==> src/rtl/pipe_inst_enc.sv <==
// Instruction encoder: packs symbolic instructions into 32-bit words and streams them
// through a 2-entry FIFO to the imem load port. Optional word counter: PIPE_ENC_CNT_EN.
module pipe_inst_enc #(
   parameter int          AW        = 8,
   parameter int unsigned BASE_ADDR = 0
) (
   input  logic          clock,
   input  logic          resetn,
   input  logic          in_valid,
   output logic          in_ready,
   input  logic [4:0]    in_sel,
   input  logic [4:0]    in_rs,
   input  logic [4:0]    in_rt,
   input  logic [4:0]    in_rd,
   input  logic [4:0]    in_sa,
   input  logic [15:0]   in_imm,
   input  logic [25:0]   in_target,
   input  logic          ld_addr,
   input  logic [AW-1:0] addr_in,
   output logic          im_we,
   input  logic          im_ready,
   output logic [AW-1:0] im_addr,
   output logic [31:0]   im_wdata,
   output logic          err,
   output logic          err_sticky,
   output logic          wrapped,
`ifdef PIPE_ENC_CNT_EN
   output logic [15:0]   wcount,
`endif
   input  logic          clr
);

   localparam logic [2:0] FMT_R   = 3'd0;
   localparam logic [2:0] FMT_SH  = 3'd1;
   localparam logic [2:0] FMT_JR  = 3'd2;
   localparam logic [2:0] FMT_I   = 3'd3;
   localparam logic [2:0] FMT_LUI = 3'd4;
   localparam logic [2:0] FMT_J   = 3'd5;

   // Returns {valid, word}; the word is don't-care when the class is invalid.
   function automatic logic [32:0] encode(
      input logic [4:0]  sel,
      input logic [4:0]  rs,
      input logic [4:0]  rt,
      input logic [4:0]  rd,
      input logic [4:0]  sa,
      input logic [15:0] imm,
      input logic [25:0] tgt
   );
      logic [5:0]  op;
      logic [5:0]  fn;
      logic [2:0]  fmt;
      logic        ok;
      logic [31:0] w;
      op  = 6'd0;
      fn  = 6'd0;
      fmt = FMT_R;
      ok  = 1'b1;
      case (sel)
         5'd0:  begin op = 6'b000000; fn = 6'd1; fmt = FMT_R;   end
         5'd1:  begin op = 6'b000000; fn = 6'd2; fmt = FMT_R;   end
         5'd2:  begin op = 6'b000000; fn = 6'd3; fmt = FMT_R;   end
         5'd3:  begin op = 6'b000001; fn = 6'd1; fmt = FMT_R;   end
         5'd4:  begin op = 6'b000001; fn = 6'd2; fmt = FMT_R;   end
         5'd5:  begin op = 6'b000001; fn = 6'd4; fmt = FMT_R;   end
         5'd6:  begin op = 6'b000010; fn = 6'd1; fmt = FMT_SH;  end
         5'd7:  begin op = 6'b000010; fn = 6'd2; fmt = FMT_SH;  end
         5'd8:  begin op = 6'b000010; fn = 6'd3; fmt = FMT_SH;  end
         5'd9:  begin op = 6'b000010; fn = 6'd4; fmt = FMT_JR;  end
         5'd10: begin op = 6'b000101; fmt = FMT_I;   end
         5'd11: begin op = 6'b000111; fmt = FMT_I;   end
         5'd12: begin op = 6'b001001; fmt = FMT_I;   end
         5'd13: begin op = 6'b001010; fmt = FMT_I;   end
         5'd14: begin op = 6'b001100; fmt = FMT_I;   end
         5'd15: begin op = 6'b001101; fmt = FMT_I;   end
         5'd16: begin op = 6'b001110; fmt = FMT_I;   end
         5'd17: begin op = 6'b001111; fmt = FMT_I;   end
         5'd18: begin op = 6'b010000; fmt = FMT_I;   end
         5'd19: begin op = 6'b010001; fmt = FMT_LUI; end
         5'd20: begin op = 6'b010010; fmt = FMT_J;   end
         5'd21: begin op = 6'b010011; fmt = FMT_J;   end
         default: ok = 1'b0;
      endcase
      case (fmt)
         FMT_R:   w = {op, rs, rt, rd, 5'd0, fn};
         FMT_SH:  w = {op, 5'd0, rt, rd, sa, fn};
         FMT_JR:  w = {op, rs, 15'd0, fn};
         FMT_I:   w = {op, rs, rt, imm};
         FMT_LUI: w = {op, 5'd0, rt, imm};
         FMT_J:   w = {op, tgt};
         default: w = 32'd0;
      endcase
      return {ok, w};
   endfunction

   logic [31:0]   mem_q [2];
   logic          head_q, head_d;
   logic          tail_q, tail_d;
   logic [1:0]    count_q, count_d;
   logic [AW-1:0] ptr_q, ptr_d;
   logic          err_q, err_d;
   logic          sticky_q, sticky_d;
   logic          wrap_q, wrap_d;
   logic [32:0]   enc_s;
   logic          accept_s, push_s, pop_s;

   assign in_ready   = (count_q != 2'd2);
   assign im_we      = (count_q != 2'd0);
   assign im_wdata   = mem_q[head_q];
   assign im_addr    = ptr_q;
   assign err        = err_q;
   assign err_sticky = sticky_q;
   assign wrapped    = wrap_q;

   // Next-state: FIFO bookkeeping, write pointer and status flags.
   always_comb begin
      enc_s    = encode(in_sel, in_rs, in_rt, in_rd, in_sa, in_imm, in_target);
      accept_s = in_valid & in_ready;
      push_s   = accept_s & enc_s[32];
      pop_s    = im_we & im_ready;
      head_d   = head_q;
      tail_d   = tail_q;
      count_d  = count_q;
      ptr_d    = ptr_q;
      wrap_d   = wrap_q;
      sticky_d = sticky_q;
      err_d    = accept_s & ~enc_s[32];
      if (pop_s) begin
         head_d = ~head_q;
      end else begin
         head_d = head_q;
      end
      if (push_s) begin
         tail_d = ~tail_q;
      end else begin
         tail_d = tail_q;
      end
      if (push_s && !pop_s) begin
         count_d = count_q + 2'd1;
      end else if (pop_s && !push_s) begin
         count_d = count_q - 2'd1;
      end else begin
         count_d = count_q;
      end
      // A load wins over the increment, so it also suppresses the wrap flag.
      if (ld_addr) begin
         ptr_d = addr_in;
      end else if (pop_s) begin
         ptr_d = ptr_q + {{(AW-1){1'b0}}, 1'b1};
      end else begin
         ptr_d = ptr_q;
      end
      if (pop_s && !ld_addr && (ptr_q == {AW{1'b1}})) begin
         wrap_d = 1'b1;
      end else if (clr) begin
         wrap_d = 1'b0;
      end else begin
         wrap_d = wrap_q;
      end
      if (err_d) begin
         sticky_d = 1'b1;
      end else if (clr) begin
         sticky_d = 1'b0;
      end else begin
         sticky_d = sticky_q;
      end
   end

   // State registers; reset discards FIFO contents and reloads the base address.
   always_ff @(posedge clock or negedge resetn) begin
      if (!resetn) begin
         mem_q[0] <= 32'd0;
         mem_q[1] <= 32'd0;
         head_q   <= 1'b0;
         tail_q   <= 1'b0;
         count_q  <= 2'd0;
         ptr_q    <= AW'(BASE_ADDR);
         err_q    <= 1'b0;
         sticky_q <= 1'b0;
         wrap_q   <= 1'b0;
      end else begin
         if (push_s) begin
            mem_q[tail_q] <= enc_s[31:0];
         end
         head_q   <= head_d;
         tail_q   <= tail_d;
         count_q  <= count_d;
         ptr_q    <= ptr_d;
         err_q    <= err_d;
         sticky_q <= sticky_d;
         wrap_q   <= wrap_d;
      end
   end

`ifdef PIPE_ENC_CNT_EN
   logic [15:0] wcount_q;
   assign wcount = wcount_q;

   // Saturating transfer counter; clr takes precedence over a same-cycle transfer.
   always_ff @(posedge clock or negedge resetn) begin
      if (!resetn) begin
         wcount_q <= 16'd0;
      end else if (clr) begin
         wcount_q <= 16'd0;
      end else if (pop_s && (wcount_q != 16'hFFFF)) begin
         wcount_q <= wcount_q + 16'd1;
      end
   end
`endif

endmodule

==> config.mk <==
export PLATFORM = sky130hd
export DESIGN_NAME = pipe_inst_enc
export DESIGN_NICKNAME = d
export VERILOG_FILES = /design/src/rtl/pipe_inst_enc.sv
export SDC_FILE = /design/constraint.sdc
export NUM_CORES = 1
export LEC_CHECK = 0
export BUFFER_PORTS_ARGS = -buffer_cell sky130_fd_sc_hd__buf_4
export CAP_MARGIN = 20
export CORE_MARGIN = 5
export CORE_UTILIZATION = 44
export CTS_CLUSTER_DIAMETER = 80
export DETAILED_ROUTE_END_ITERATION = 8
export GPL_TIMING_DRIVEN = 0
export PLACE_DENSITY_LB_ADDON = 0.08
export SYNTH_ARGS = -nofsm -noshare
export SYNTH_HDL_FRONTEND = slang
export SYNTH_SLANG_ARGS = --single-unit
==> constraint.sdc <==
create_clock -name clock -period 2.25 [get_ports clock]
set_input_delay 0.225 -clock clock [delete_from_list [all_inputs] [get_ports clock]]
set_output_delay 0.225 -clock clock [all_outputs]
set_load 0.005 [all_outputs]
==> key figures, run 1 <==
Flow run
  • Max Cap Violations: 0

Logic synthesis
  • Syn avg cell area: between 9 and 10 sq um
  • Synthesized area: roughly 4400 sq um
  • Commonest cells in the netlist: 77 x dfrtp_1, 43 x nand2_1, 40 x mux2_2, 33 x a21oi_1, 32 x nor2_1
  • Top-count cell post-synth: dfrtp_1
  • Syn_nets: 532
  • Post-synth ARST share: 100%
  • Sequential area share after synthesis: 44.1%
  • Area leader, netlist: dfrtp_1
  • EDFF count, synth: 0
  • Yosys warns: 0
  • Mapped Cells: 449
  • Synth Register Bits: 77
  • Distinct cells, synth: 57
  • Synth top area cells: dfrtp_1 44%, mux2_2 10%, a21oi_1 3.8%, nand2_1 3.7%, o21ai_0 3.4%
  • Post-synth top flop: dfrtp_1
  • Top-area cell type share of the netlist area: between 40 and 50%

Cells and area
  • Final nets: 668
  • Post-Layout Cell Count: slightly above 700
  • P&R area growth vs syn: 31.0%
  • Multi-input gate area: 2200 sq um
  • Diodes inserted: 0
  • Reg area: 1930 sq um
  • Fillcell total: 907
  • Layout cell share with drive strength beyond 1: 38.0%

STA
  • Period utilization: 92.0%
  • Setup ws final: 180 ps
  • F_max: a little under 0.5 GHz
  • RSZ-0062 raised after global routing: no
  • Final setup vio count: 0
  • Slew margin rel.: about three fifths
  • Hold Vio Cnt, Final: 0
  • Final Skew: 9.83 ps
  • Setup TNS: 0 ps
  • Fin crit period: 2070 ps
  • Slew at the pin closest to its max-slew limit: 599 ps
  • Slew Limit Fails: 0

GRT
  • First-pass GRT wire length: ~19000 um
  • Vias in the first global route: 3802
  • Antenna violations before repair: 0
  • Total gr overflow: 0
  • Tot GR Track Use: 20.3%
  • Largest net degree at the start of global routing: 78

CTS
  • Clk Latency, worst-skew pair: 340 ps
  • Root Driver: clkbuf_8
  • CTS Buffer Depth: 2
  • CTS tree: yes
  • Clock slew seen by the registers of the worst setup and hold paths: 80 ps
  • Clk sinks: 77
  • Clock H-tree levels: 3
  • Post-CTS setup repair buffer count: 0
  • TritonCTS buffer count: 9

Pwr
  • Pwr dens: ~1100 nW/um^2
  • Worst vdd ir: around 0.50 mV
  • Leakage power: 0.00263 uW

Floorplan
  • Rows: 36
  • Chip height: 110 um
  • Die ar.: 12000 sq um
  • Starting Density: ~45%
  • Die Wd: 110 um
  • I/O pins: 126
  • Core Region: roughly 10000 sq um

Setup path
  • CP Launch Type: flop
  • R2R depth: 7
  • Max Fanout on Critical Path: 10
  • Worst r2r src: count_q[0]$_DFFE_PN0P_
  • Crit path DAT: 1840 ps
  • Worst Setup End Kind: output pin
  • Worst setup path class: reg -> out
  • Critical Path RT: 2030 ps
  • Reg-to-reg endpoint: mem_q[43]$_DFFE_PN0P_
  • R2R setup slack: about 430 ps

Drt
  • Post-route ant nets: 0
  • Average wire per standard cell: around 17 um
  • Vias per cell: 5.32
  • 1st-iter DRT viols: 183
  • Via count: 3843
  • Detailed-route DRC error count: 0
  • WL final: 12000 um
  • Pre-antenna DRT Iters: 4

Placed design
  • Post-DP HPWL: 9100 um
  • IO buf count: 123
  • Cells after DPL: 705
  • GPL Wtd Cong: 0.825
  • Pre-CTS setup slack: 170 ps

Hold path
  • Hold Path End: im_addr[5]$_DFFE_PN0P_
  • Hold Crit Start: addr_in[5]
  • Hold depth: 3
  • Worst Hold Class: in -> reg

Status
  • Status: finished, final reports clean
[layout by cell type (no fill, tap or decap), types with 9 or more instances in the layout]
cell	synthesis	final
nand2_1	43	43
mux2_2	40	40
dfrtp_1	77	77
nor3b_1	13	13
o21ai_0	30	30
a22o_1	13	13
inv_1	14	14
clkbuf_8	0	10
buf_4	5	128
nor2_1	32	32
a21oi_1	33	33
o21ai_1	19	19
buf_2	20	20
xnor2_1	9	9
[timing repair]
action                                 in CTS  in global routing
setup endpoints to repair                  20                  5
hold buffers                                0                  1
resized for setup                           2                  2
endpoints found under the hold margin       0                 77
pin swaps                                   0                  0
[power breakdown]
part | switching (uW) | internal, uW
clock network | 509 | 660
logic | 1250 | 1540
registers | 312 | 1990
total | 2080 | 4190
[layout make-up]
class | count | share of cell area, %
Tap cell | 133 | 2.91
Timing Repair Buffer | 125 | 16.8
Sequential cell | 77 | 33.6
Multi-Input combinational cell | 321 | 38.5
Buffer | 36 | 3.32
Clock inverter | 5 | 1.44
Inverter | 15 | 0.983
Clock buffer | 11 | 2.47
[state kept, by name, indices dropped and copies added, names as in the netlist]
| name | count |
|---|---|
| count_q | 2 |
| err | 1 |
| err_sticky | 1 |
| head_q | 1 |
| im_addr | 8 |
| mem_q | 62 |
| tail_q | 1 |
| wrapped | 1 |
[worst max-delay path by stage]
stage,start,end,cells past startpoint
global route,head_q$_DFFE_PN0P_,im_wdata[22],4
CTS,head_q$_DFFE_PN0P_,im_wdata[27],4
finish,head_q$_DFFE_PN0P_,im_wdata[20],4
detailed placement,in_sel[2],mem_q[15]$_DFFE_PN0P_,7
global placement,in_sel[2],mem_q[15]$_DFFE_PN0P_,7
floorplan,count_q[0]$_DFFE_PN0P_,mem_q[59]$_DFFE_PN0P_,6
[kinds of logic after synthesis]
| kind of cell | after synthesis | synth area share [%] |
|---|---|---|
| flip-flops | 77 | 44.1 |
| buffers and inverters | 51 | 5.55 |
| multiplexers | 45 | 11.5 |
| AO/OA/AOI/OAI | 136 | 21.0 |
| XOR/XNOR | 14 | 2.80 |
| AND/OR/NAND/NOR | 122 | 14.2 |
| adder cells (fa/ha/maj) | 3 | 0.801 |
| other | 1 | 0.0858 |
[stage by stage]
stage          area (sq um)  util (%)  power [uW]  hold slack [ps]
4_1_cts                5690      58.5        6330             68.1
6_report               5730      58.9        6260             87.0
5_1_grt                5730      58.9        6700             74.9
2_1_floorplan          4370         -        3860            -70.6
3_5_place_dp           5460      56.1        5140              438
3_3_place_gp           5460      56.1        5050              433
[per-layer routing]
metal | wire length, um | track usage (%) | share of wire, %
met2 | 5680 | 32.6 | 47
met5 | 0 | 0 | 0
met1 | 5540 | 28.1 | 46
met3 | 748 | 4.17 | 6.2
met4 | 70 | 4.90 | 0.58
[critical path: stages (launching register included)]
cell and delay, ps:
dfrtp_1 330, clkbuf_1 290, clkbuf_2 360, mux2_2 390
buf_4 140
Note: power is estimated with default switching activity, not from simulation.
==> run 2, diff against run 1 <==
CORE_UTILIZATION = 52   (was 44)
clock period = 2.2 ns   (was 2.25 ns; I/O delays follow)
==> key figures, run 2 (synthesis gave the netlist of run 1 again) <==
Status
  • Status: finished, final reports clean

Floorplan
  • Starting Density: a little over half
  • Chip height: 102 um
  • Core Region: 8220 sq um
  • Die ar.: around 10000 sq um
  • Rows: 33
  • Die Wd: between 100 and 150 um
  • I/O pins: 126

Setup path
  • Crit-path cells: clkbuf_2 -> clkbuf_2 -> mux2_2 -> buf_4
  • Reg-to-reg endpoint: mem_q[47]$_DFFE_PN0P_
  • Worst Setup End Kind: output pin
  • Slowest-stage cell, CP: mux2_2
  • Worst path max stage delay: 390 ps
  • Critical path's most frequent cell: clkbuf_2
  • Worst r2r src: count_q[0]$_DFFE_PN0P_
  • Worst setup path class: reg -> out
  • CP Launch Type: flop
  • Critical Path RT: 1980 ps
  • Crit path DAT: 1780 ps
  • Max Fanout on Critical Path: 10
  • R2R depth: 7
  • R2R setup slack: 350 ps

STA
  • Slew margin rel.: roughly 35%
  • Final setup vio count: 0
  • Hold Vio Cnt, Final: 0
  • Slew Limit Fails: 0
  • Slew at the pin closest to its max-slew limit: 968 ps
  • Final Skew: between 10 and 15 ps
  • RSZ-0062 raised after global routing: no
  • Hold slack: 27.8 ps
  • Fin crit period: between 1500 and 2000 ps
  • F_max: 0.501 GHz
  • Period utilization: 90.7%

GRT
  • Vias in the first global route: 3903
  • Largest net degree at the start of global routing: 78
  • First-pass GRT wire length: 19300 um
  • Total gr overflow: 0
  • Tot GR Track Use: 23.9%
  • Antenna violations before repair: 0

CTS
  • Clock H-tree levels: 3
  • Clk Latency, worst-skew pair: 350 ps
  • Root Driver: clkbuf_8
  • Clock slew seen by the registers of the worst setup and hold paths: 70 ps
  • CTS Buffer Depth: 2
  • TritonCTS buffer count: 9
  • Clk sinks: 77
  • Post-CTS setup repair buffer count: 0
  • CTS Hold Buffers Added: 0
  • CTS tree: yes

Cells and area
  • Commonest cells after routing, fill and taps aside: 128 x buf_4, 77 x dfrtp_1, 43 x nand2_1
  • P&R area growth vs syn: 29.9%
  • Largest register by flop count: mem_q
  • Max reg flops: 62
  • Core Util, Final: 69.1%
  • Diodes inserted: 0
  • Commonest non-fill, non-tap cell in the layout: buf_4
  • Final nets: about 670
  • Layout cell share with drive strength beyond 1: 38.1%
  • Post-Layout Cell Count: 693

Hold path
  • Worst Hold Class: in -> async

Drt
  • Vias per cell: 5.64
  • Detailed-route DRC error count: 0
  • WL final: roughly 12000 um
  • Post-route ant nets: 0
  • Via count: 3907
  • 1st-iter DRT viols: 227
  • Pre-antenna DRT Iters: 4
  • Average wire per standard cell: 17.7 um

Placed design
  • GPL Wtd Cong: 0.849
  • Cells after DPL: around 680
  • Post-DP HPWL: 9070 um
  • IO buf count: ~120

Flow run
  • Max Cap Violations: 0

Pwr
  • Leakage power: 0.00262 uW
  • Pwr dens: 1160 nW/um^2
  • Total power: approximately 6600 uW
  • Worst vdd ir: 0.593 mV
[run 2: changes by cell type in the layout (fill, tap and decap cells not counted)]
cell           before  now
buf_16              1    0
bufinv_16           2    3
clkbuf_1            8    7
clkbuf_2            3    4
clkinv_2            1    0
clkinv_4            1    0
clkinvlp_4          0    1
dlygate4sd3_1       1    0
[run 2: stage by stage]
stage / setup slack, ps / instance area, sq um / TNS, ps
2_1_floorplan: 614 / 4370 / 0
5_1_grt: 126 / 5680 / 0
3_5_place_dp: 185 / 5430 / 0
4_1_cts: -12.1 / 5680 / -53.3
3_3_place_gp: 182 / 5430 / 0
6_report: 204 / 5680 / 0
[run 2: worst max-delay path by stage]
stage | cells after the start | start | slack [ps] | endpoint
after floorplan | 6 | count_q[0]$_DFFE_PN0P_ | 610 | mem_q[59]$_DFFE_PN0P_
after global placement | 4 | head_q$_DFFE_PN0P_ | 180 | im_wdata[11]
after detailed placement | 4 | head_q$_DFFE_PN0P_ | 180 | im_wdata[16]
after CTS | 4 | head_q$_DFFE_PN0P_ | -10 | im_wdata[12]
after global routing | 4 | head_q$_DFFE_PN0P_ | 130 | im_wdata[16]
final | 4 | head_q$_DFFE_PN0P_ | 200 | im_wdata[16]
[run 2: worst max-delay path: cells and delay by family, from the launching register on]
kind	cells	cell delay (ps)
muxes	1	390
DFF	1	320
buffers and inverters	3	720
[run 2: cell type report]
class                           instances  area (sq um)
Sequential cell                        77          1930
Multi-Input combinational cell        321          2200
Clock buffer                           11           141
Inverter                               15          56.3
Tap cell                              105           131
Timing Repair Buffer                  123           923
Clock inverter                          5           106
Buffer                                 36           191
Fill cell                             699          2540
[run 2: per-layer routing]
metal / wire [um] / vias up / GRT usage [%]
met3: 938 / 20 / 5.51
li1: - / 1872 / -
met1: 5240 / 1885 / 32.2
met2: 5910 / 130 / 38.9
met5: 0 / - / 0
met4: 168 / 0 / 6.34
[run 2: what timing repair did]
item | in CTS | in global routing
gates resized for setup | 2 | 4
endpoints found under the setup margin | 25 | 15
pin swaps | 0 | 0
[run 2: report_power, final]
part           switching (uW)  leakage (uW)  internal, uW
Clock                     543      0.000120           790
Combinational            1320       0.00156          1570
Sequential                334      0.000941          2030
Total                    2190       0.00262          4390
==> run 3, diff against run 2 <==
CTS_BUF_LIST = sky130_fd_sc_hd__clkbuf_4 sky130_fd_sc_hd__clkbuf_8 sky130_fd_sc_hd__clkbuf_16   (was unset)
REMOVE_ABC_BUFFERS = 1   (was unset)
==> key figures, run 3 (synthesis gave the netlist of run 1 again) <==
Status
  • Status: finished, final reports clean

Hold path
  • Worst Hold Class: in -> async

Floorplan
  • Starting Density: 53.2%
  • Core Region: 8220 sq um
  • Die Wd: 102 um
  • I/O pins: 126
  • Rows: 33
  • Die ar.: slightly above 10000 sq um
  • Chip height: 102 um

Flow run
  • Max Cap Violations: 0

Setup path
  • CP Launch Type: flop
  • Worst Setup End Kind: output pin
  • Worst r2r src: count_q[0]$_DFFE_PN0P_
  • Critical Path RT: about 2000 ps
  • Crit path DAT: approximately 1800 ps
  • R2R setup slack: 240 ps
  • Max Fanout on Critical Path: 34
  • R2R depth: 4
  • Worst setup path class: reg -> out
  • Reg-to-reg endpoint: mem_q[59]$_DFFE_PN0P_

STA
  • Fin crit period: 2060 ps
  • Period utilization: 93.5%
  • Slew Limit Fails: 0
  • Setup TNS: 0 ps
  • Final setup vio count: 0
  • Slew margin rel.: around 36%
  • Final Skew: 9.92 ps
  • Hold Vio Cnt, Final: 0
  • Setup ws final: 142 ps
  • F_max: between 0.4 and 0.5 GHz
  • RSZ-0062 raised after global routing: no
  • Slew at the pin closest to its max-slew limit: between 900 and 1000 ps

Cells and area
  • Final nets: between 600 and 700
  • Fillcell total: 677
  • Layout cell share with drive strength beyond 1: between 30 and 40%
  • Commonest cells after routing, fill and taps aside: 125 x buf_4, 76 x dfrtp_1, 43 x nand2_1
  • Diodes inserted: 0
  • Commonest non-fill, non-tap cell in the layout: buf_4
  • Largest register by flop count: mem_q
  • Max reg flops: between 60 and 70
  • P&R area growth vs syn: 26.2%

Pwr
  • Worst vdd ir: 0.605 mV
  • Pwr dens: 1110 nW/um^2
  • Leakage power: 0.00248 uW

CTS
  • Post-CTS setup repair buffer count: 0
  • Clock H-tree levels: 3
  • Cts repair resizes: 0
  • TritonCTS buffer count: 9
  • Clock slew seen by the registers of the worst setup and hold paths: 90 ps
  • Root Driver: clkbuf_8
  • CTS Hold Buffers Added: 0
  • Clk sinks: 77
  • Clk Latency, worst-skew pair: 350 ps
  • CTS tree: yes
  • CTS Buffer Depth: 2

Drt
  • Vias per cell: 5.52
  • WL final: ~11000 um
  • Via count: 3655
  • Detailed-route DRC error count: 0
  • Post-route ant nets: 0
  • Average wire per standard cell: 16.3 um
  • Pre-antenna DRT Iters: 5
  • 1st-iter DRT viols: 167

Placed design
  • IO buf count: 124
  • Pre-CTS setup slack: -78.4 ps
  • GPL Wtd Cong: 0.793
  • Post-DP HPWL: 7540 um

GRT
  • Vias in the first global route: 3703
  • Largest net degree at the start of global routing: 78
  • Total gr overflow: 0
  • Tot GR Track Use: a little over a fifth
  • First-pass GRT wire length: ~18000 um
  • Antenna violations before repair: 0
## run 3: cell count changes in the layout (fill, tap and decap cells not counted), moves of 2 or more
cell / delta
buf_12: +2
clkinvlp_4: +3
clkbuf_2: -4
buf_2: -20
buf_4: -3
clkbuf_1: -7
bufinv_16: -3
## run 3: power breakdown
group	internal, uW	switching [uW]	total [uW]
logic	1540	1080	2620
clock network	469	535	1000
registers	2030	457	2490
## run 3: metrics by stage
step / power, uW / hold slack [ps] / instance area (sq um) / instances / utilization (%)
5_1_grt: 6610 / 68.3 / 5520 / 662 / 67.2
2_1_floorplan: 3850 / -75.6 / 4190 / 413 / -
4_1_cts: 6180 / 58.1 / 5520 / 662 / 67.2
6_report: 6110 / 27.7 / 5520 / 662 / 67.2
3_5_place_dp: 5180 / 431 / 5330 / 646 / 64.9
3_3_place_gp: 5030 / 425 / 5250 / 642 / 63.9
## run 3: layout make-up
cell class / instances / area, sq um / share of cell area (%)
Sequential cell: 77 / 1930 / 34.9
Inverter: 15 / 56.3 / 1.02
Timing Repair Buffer: 128 / 993 / 18.0
Multi-Input combinational cell: 321 / 2220 / 40.3
Tap cell: 105 / 131 / 2.38
Clock buffer: 11 / 151 / 2.74
Clock inverter: 5 / 35.0 / 0.635
## run 3: worst max-delay path by stage
stage / endpoint / cells past startpoint / start / slack (ps)
floorplan: mem_q[53]$_DFFE_PN0P_ / 3 / count_q[0]$_DFFE_PN0P_ / -60
global placement: mem_q[21]$_DFFE_PN0P_ / 4 / in_sel[4] / -1000
detailed placement: mem_q[27]$_DFFE_PN0P_ / 5 / in_sel[4] / -80
CTS: im_wdata[10] / 2 / head_q$_DFFE_PN0P_ / 110
global route: im_wdata[10] / 2 / head_q$_DFFE_PN0P_ / 30
finish: im_wdata[10] / 2 / head_q$_DFFE_PN0P_ / 140
## run 3: per-layer routing
metal	GRT usage, %	part of all wire [%]
met5	0	0
met4	5.32	1.0
met3	6.47	5.5
met2	34.9	48
met1	29.4	45
## run 3: worst max-delay path, stage by stage (launching register included)
cell,delay [ps]
dfrtp_2,890
mux2_2,430
buf_4,140
